==> src/rtl/ram_nway.sv <==
// Word-addressable RAM with combinational read and a DEPTH-cycle clear sweep.
// Optional macro RAM_NWAY_WRITE_THROUGH_EN forwards write data to out during an idle write.
module ram_nway #(
  parameter int WIDTH = 16,
  parameter int DEPTH = 8,
  localparam int ADDR_W = $clog2(DEPTH)
) (
  input  logic              clk,
  input  logic              rst,
  input  logic [WIDTH-1:0]  in,
  input  logic              load,
  input  logic [ADDR_W-1:0] address,
  input  logic              clear,
  output logic [WIDTH-1:0]  out,
  output logic              busy
);

  typedef enum logic {CLEAR, IDLE} state_t;

  state_t            state, state_next;
  logic [ADDR_W-1:0] ptr, ptr_next;
  logic              we;
  logic [ADDR_W-1:0] waddr;
  logic [WIDTH-1:0]  wdata;
  logic [WIDTH-1:0]  mem [DEPTH];

  always_ff @(posedge clk) begin
    if (rst) begin
      state <= CLEAR;
      ptr   <= '0;
    end else begin
      state <= state_next;
      ptr   <= ptr_next;
    end
  end

  always_comb begin
    state_next = state;
    ptr_next   = ptr;
    we         = 1'b0;
    waddr      = address;
    wdata      = in;
    busy       = 1'b0;
    out        = mem[address];
    case (state)
      IDLE: begin
        // clear wins over a same-cycle load
        if (clear) begin
          state_next = CLEAR;
          ptr_next   = '0;
        end else if (load) begin
          we = 1'b1;
`ifdef RAM_NWAY_WRITE_THROUGH_EN
          out = in;
`endif
        end
      end
      CLEAR: begin
        busy     = 1'b1;
        out      = '0;
        we       = 1'b1;
        waddr    = ptr;
        wdata    = '0;
        ptr_next = ptr + 1'b1;
        if (ptr == ADDR_W'(DEPTH - 1)) state_next = IDLE;
      end
      default: begin
        state_next = CLEAR;
        ptr_next   = '0;
      end
    endcase
    // reset edges never write memory
    if (rst) we = 1'b0;
  end

  always_ff @(posedge clk) begin
    if (we) mem[waddr] <= wdata;
  end

endmodule

==> config.mk <==
export PLATFORM = sky130hd
export DESIGN_NAME = ram_nway
export DESIGN_NICKNAME = d
export VERILOG_FILES = /design/src/rtl/ram_nway.sv
export SDC_FILE = /design/constraint.sdc
export NUM_CORES = 1
export LEC_CHECK = 0
export ABC_AREA = 0
export CAP_MARGIN = 5
export CORE_UTILIZATION = 55
export DETAILED_ROUTE_END_ITERATION = 16
export DONT_BUFFER_PORTS = 1
export GPL_ROUTABILITY_DRIVEN = 0
export GPL_TIMING_DRIVEN = 0
export PLACE_DENSITY = 0.77
export SLEW_MARGIN = 20
export SYNTH_ARGS = -nofsm -noshare
export SYNTH_HDL_FRONTEND = slang
export SYNTH_SLANG_ARGS = --single-unit
==> constraint.sdc <==
create_clock -name clk -period 4.5 [get_ports clk]
set_input_delay 0.225 -clock clk [delete_from_list [all_inputs] [get_ports clk]]
set_output_delay 0.225 -clock clk [all_outputs]
set_load 0.02 [all_outputs]
# Word level (Yosys, flattened, before mapping)
# Memories as Yosys holds them, arrays and structs flattened.
# Cells that the tools add are included.
totals:
  ff_bits: 4
  latchBits: 0
  ram_bits: 128
  mem_bits_ro: 0
  input_bits: 23
  output_inout_bits: 17
  n_memories: 1
classes:
  addsub: 1
  mul: 0
  div: 0
  n_lt_le_gt_ge: 0
  eq_ne: 2
  shifts: 0
  mux: 15
  n_bitwise: 1
  n_reduce_logical: 0
memory_table:
  columns: ["name", "depth", "word_bits", "read_ports", "rd_ports_with_merged_regs", "write_ports", "line", "source"]
  rows:
  - ["mem", 8, 16, 1, 0, 1, "25", "logic [WIDTH-1:0] mem [DEPTH];"]
ops:
  columns: ["cell", "n"]
  rows:
  - ["2-to-1 mux 16 bit", 2]
  - ["2-to-1 mux 1 bit", 8]
  - ["2-to-1 mux 3 bit", 2]
  - ["one-hot mux 3 bit (2 select lines)", 1]
  - ["one-hot mux 1 bit (2 select lines)", 2]
  - ["adder 3 x 1 -> 3 bit (second input constant)", 1]
  - ["equality test 3 bit (second input constant)", 1]
  - ["inequality test 2 bit (second input constant)", 1]
  - ["inverter 1 bit", 1]

# Depth between registers and ports, before layout
depth:
  ltp_word: 6
  ltp_mapped: 5
  mapped_depth_nobuf: 4

# Least setup slack after synthesis
# No wires, ideal clock.
synth_timing:
  kind: "flip-flop to flip-flop"
  startpoint: "reg state"
  endpoint: "mem mem[7][0], enable pin"
  setup_time_ns: 0.388
  t_arrival_ns: 1.548
  required_time_ns: 4.112
  slack_ns: 2.564
  stages_incl_launch_ff: 5
  path_buffers: 1
  path_cell_list: "dfxtp_1 > buf_2 > nand4b_1 > a21o_1 > nor2_1"
synth_between:
  elab_chain_len: 5
  word_cells_on_any_way: 6
synth_lines:
  columns: ["item", "line", "source"]
  rows:
  - ["start, declared", "20", "state_t state, state_next;"]
  - ["start signal, assigned", "32", "state <= state_next;"]
  - ["inverter 1 bit", null, null]
  - ["one-hot mux 1 bit (2 select lines)", "45", "case (state)"]
  - ["2-to-1 mux 1 bit", "73", "if (rst) we = 1'b0;"]
  - ["2-to-1 mux 1 bit", "77", "if (we) mem[waddr] <= wdata;"]
  - ["2-to-1 mux 1 bit (implied by the code)", "77", null]
  - ["end, declared", "25", null]
# Several ways; a longest one is shown, not always the timed one.

# Final worst setup path
layout_timing:
  startpoint: "reg state"
  endpoint: "out out[7]"
layout_between:
  elab_chain_len: 1
layout_lines:
  columns: ["item", "line", "source"]
  rows:
  - ["2-to-1 mux 16 bit", "45", null]
  - ["end, declared", "14", "output logic [WIDTH-1:0] out,"]
# No other way between the ends.

==> results.md <==
* I/O Pins at 40
* Setup CP Type: flip-flop to primary output
* Setup bufs post-CTS at 0
* Final wirelength at 10710 µm
* Slowest stage cell on the critical path: nor3_1
* Via Count at about 2900
* Synthesis Warnings at 0
* Pwr Total at 2.750 mW
* Total congestion overflow at 0
* Final Hold Violating Endpoints at 0
* Worst Tran Pin Value at 0.8549 ns
* CP required at 4.28 ns
* Cell Area, Synth at 0.005344 mm²
* RR Startpoint: state$_SDFF_PP0_
* Initial antenna violation count at 0
* Fraction of power consumed by the clock network at 0.452
* Row count at 35
* Skew-Pair Late Insertion Delay at between 0.5 and 0.6 ns
* Initial Util at 0.5729
* VDD IR max at 0.0002507 V
* P_int at ~2.2 mW
* Hold Crit Start: in[8]
* Avg Inst Size Synth at around 18 µm²
* RSZ-0062 raised after global routing: no
* Delay-heaviest family, CP: simple AND/OR/NAND/NOR gates
* Synthesized Nets at 328
* Wire length per cell at between 20 and 25 µm
* Critical Path Source Type: flip-flop
* H-Tree Level Count at 4
* Critical path cell sequence: inv_1, clkbuf_1, nor3_1
* Total Routing Usage GR at 0.2353
* Sequential share of the synthesized area at 0.7343
* Layout Nets at 358
* Endpoints failing setup at 0
* Sw Share at 0.2167
* Yosys reg bits at approximately 130
* Setup TNS at 0 ns
* CTS tree: done
* Hold Path Depth at 1
* Sequential share of power at 0.500
* Clock-pin slew on the worst setup and hold paths at 0.06 ns
* CTS Buf Count at 17
* Clock root buffer: clkbuf_8
* Cell count after synthesis at 303
* Maximum buffer depth of the clock tree at 2
* Pin count of the biggest net entering global routing at 17
* Die Y at between 100 and 150 µm
* Crit-path max FO at 10
* Detailed placement HPWL at 6624 µm
* Port Buffers at 0
* Hold crit path type: primary input to flip-flop
* First-pass detailed-route iteration total at 5
* Lkg Pwr at ~2.1 nW
* P_sw at a little under 0.6 mW
* Period utilization at 0.5256
* Combinational share of power at 0.048
* Buf+Inv Stages, Crit Path at 2
* First-pass GRT wire length at 16620 µm
* Vias in the first global route at 2941
* F_max at 422.8 MHz
* Setup slack, reg-to-reg at 2.37 ns
* 1st-iter DRT viols at about 310
* Status: completed
* Hold endpoint: mem[2][8]$_DFFE_PP_
* Worst Path Arrival at between 2 and 2.5 ns
* Via/cell ratio at 6.048
* Clock sinks at 132
* Ant. Diodes at 0
* Crit path time final at 2.365 ns
* Yosys cell types at 30
* Final core occ at 0.6664
* Slew margin rel. at 0.4257
* Final Max Slew Viols at 0
* CP peak stage delay at between 0.8 and 0.9 ns
* FF-to-FF End: mem[7][5]$_DFFE_PP_
* DRC viols at 0
* CP Capture Type: primary output
* Total of max-cap violations at 0
* Die Width at 100.6 µm
* P&R area growth vs syn at 16.32%
* DRT antenna net count at 0
* Worst Clk Skew at 0.006177 ns
* Placeable Area at 0.009328 mm²
* FF-to-FF path depth at 5
* Power density cells at 442.3 mW/mm²
* Fillers at 606
* Die Area at 0.01011 mm²
* Share of cells above drive strength 1 at 0.2832
==> cell families after synthesis <==
family,synth area share
multiplexers,0.1011
adder cells (fa/ha/maj),0.004682
AO/OA/AOI/OAI,0.05713
flip-flops,0.7343
AND/OR/NAND/NOR,0.07797
buffers and inverters,0.02482
==> power groups by stage <==
| stage | sequential, mW | combinational, mW | clock (mW) |
|---|---|---|---|
| 4_1_cts | 1.38 | 0.133 | 1.25 |
| 3_5_place_dp | 1.40 | 0.128 | 0 |
| 6_report | 1.38 | 0.132 | 1.24 |
| 2_1_floorplan | 1.40 | 0.0865 | 0 |
| 5_1_grt | 1.38 | 0.141 | 1.32 |
| 3_3_place_gp | 1.40 | 0.113 | 0 |
==> cells in the final DEF (no fill, tap or decap), types with 4 or more instances in the layout <==
master      netlist  final
a31oi_1           4      4
clkinv_4          0      4
clkbuf_1          5      5
and2_1           17     17
clkinvlp_4        0      5
nor2_1           12      4
buf_6             4      6
buf_2             7      7
buf_8             0      6
o22ai_1          14     14
a211oi_1         16     16
mux2_2           16     16
nor2_2            0      8
nor3_1           15     15
edfxtp_1        128    128
mux4_2           16     16
dfxtp_1           4      4
nor2b_1          17     17
clkbuf_16         0     16
==> sequential cells by signal, indices dropped and copies added, names as in the netlist <==
register / cells
mem: 128
ptr: 3
state: 1
==> routing by layer <==
| layer | wire length [µm] | vias to the layer above | track usage |
|---|---|---|---|
| met3 | 705 | 23 | 0.06519 |
| li1 | - | 1274 | - |
| met2 | 5265 | 123 | 0.3656 |
| met1 | 4463 | 1453 | 0.3119 |
| met4 | 280 | 0 | 0.1093 |
| met5 | 0 | - | 0 |
==> synthesized netlist by cell type <==
library cell | n | area, µm²
nor2_1 | 12 | 45.04
nor3_1 | 15 | 75.07
inv_1 | 3 | 11.26
o22ai_2 | 2 | 25.02
ha_1 | 2 | 25.02
buf_4 | 3 | 22.52
mux2_2 | 16 | 180.2
o21bai_1 | 1 | 7.510
nand2b_1 | 2 | 12.51
nor4bb_1 | 1 | 10.01
and2_1 | 17 | 106.4
a21oi_1 | 1 | 5.000
o22ai_1 | 14 | 87.58
mux4_2 | 16 | 360.4
buf_2 | 7 | 35.03
nor3b_1 | 2 | 15.01
nor2b_1 | 17 | 106.4
nand2_1 | 3 | 11.26
a2bb2oi_1 | 2 | 17.52
a211oi_1 | 16 | 120.1
clkbuf_1 | 5 | 18.77
nand4b_1 | 1 | 8.760
a31oi_1 | 4 | 25.02
dfxtp_1 | 4 | 80.08
nor3_2 | 2 | 20.02
buf_6 | 4 | 45.04
a21o_1 | 1 | 7.510
edfxtp_1 | 128 | 3844
and3_1 | 1 | 6.260
o21ba_2 | 1 | 10.01
==> layout make-up <==
class | instances | area [µm²] | area share
tap | 129 | 161.4 | 0.02597
sequential | 132 | 3924 | 0.6312
clock buffer | 17 | 414.1 | 0.06663
timing repair buffer | 11 | 142.6 | 0.02295
multi-input combinational | 149 | 1308 | 0.2103
buffer | 19 | 121.4 | 0.01952
inverter | 3 | 11.26 | 0.001812
clock inverter | 15 | 133.9 | 0.02154
==> through the flow <==
step                      worst slack [ns]  hold WS, ns  area (µm²)  instances
after global routing                 2.119      0.09863        6216        475
after detailed placement             2.331       0.3034        5638        440
after global placement               1.781       0.2997        5505        432
final                                2.135       0.1032        6216        475
after floorplan                      2.564       0.2974        5344        303
after CTS                            2.155      0.08572        6216        475
==> worst max path at each step <==
stage | start | endpoint | slack (ns) | cells after the start
floorplan | state$_SDFF_PP0_ | mem[7][0]$_DFFE_PP_ | 2.56 | 4
global placement | state$_SDFF_PP0_ | mem[6][7]$_DFFE_PP_ | 1.78 | 4
detailed placement | state$_SDFF_PP0_ | mem[7][7]$_DFFE_PP_ | 2.33 | 5
CTS | state$_SDFF_PP0_ | out[7] | 2.16 | 3
global route | state$_SDFF_PP0_ | out[7] | 2.12 | 3
finish | state$_SDFF_PP0_ | out[7] | 2.13 | 3
==> what timing repair did <==
item	CTS	global route
hold endpoints to repair	4	0
gates resized for setup	0	0
hold buffers	3	0
(Power assumes the default switching activity.)
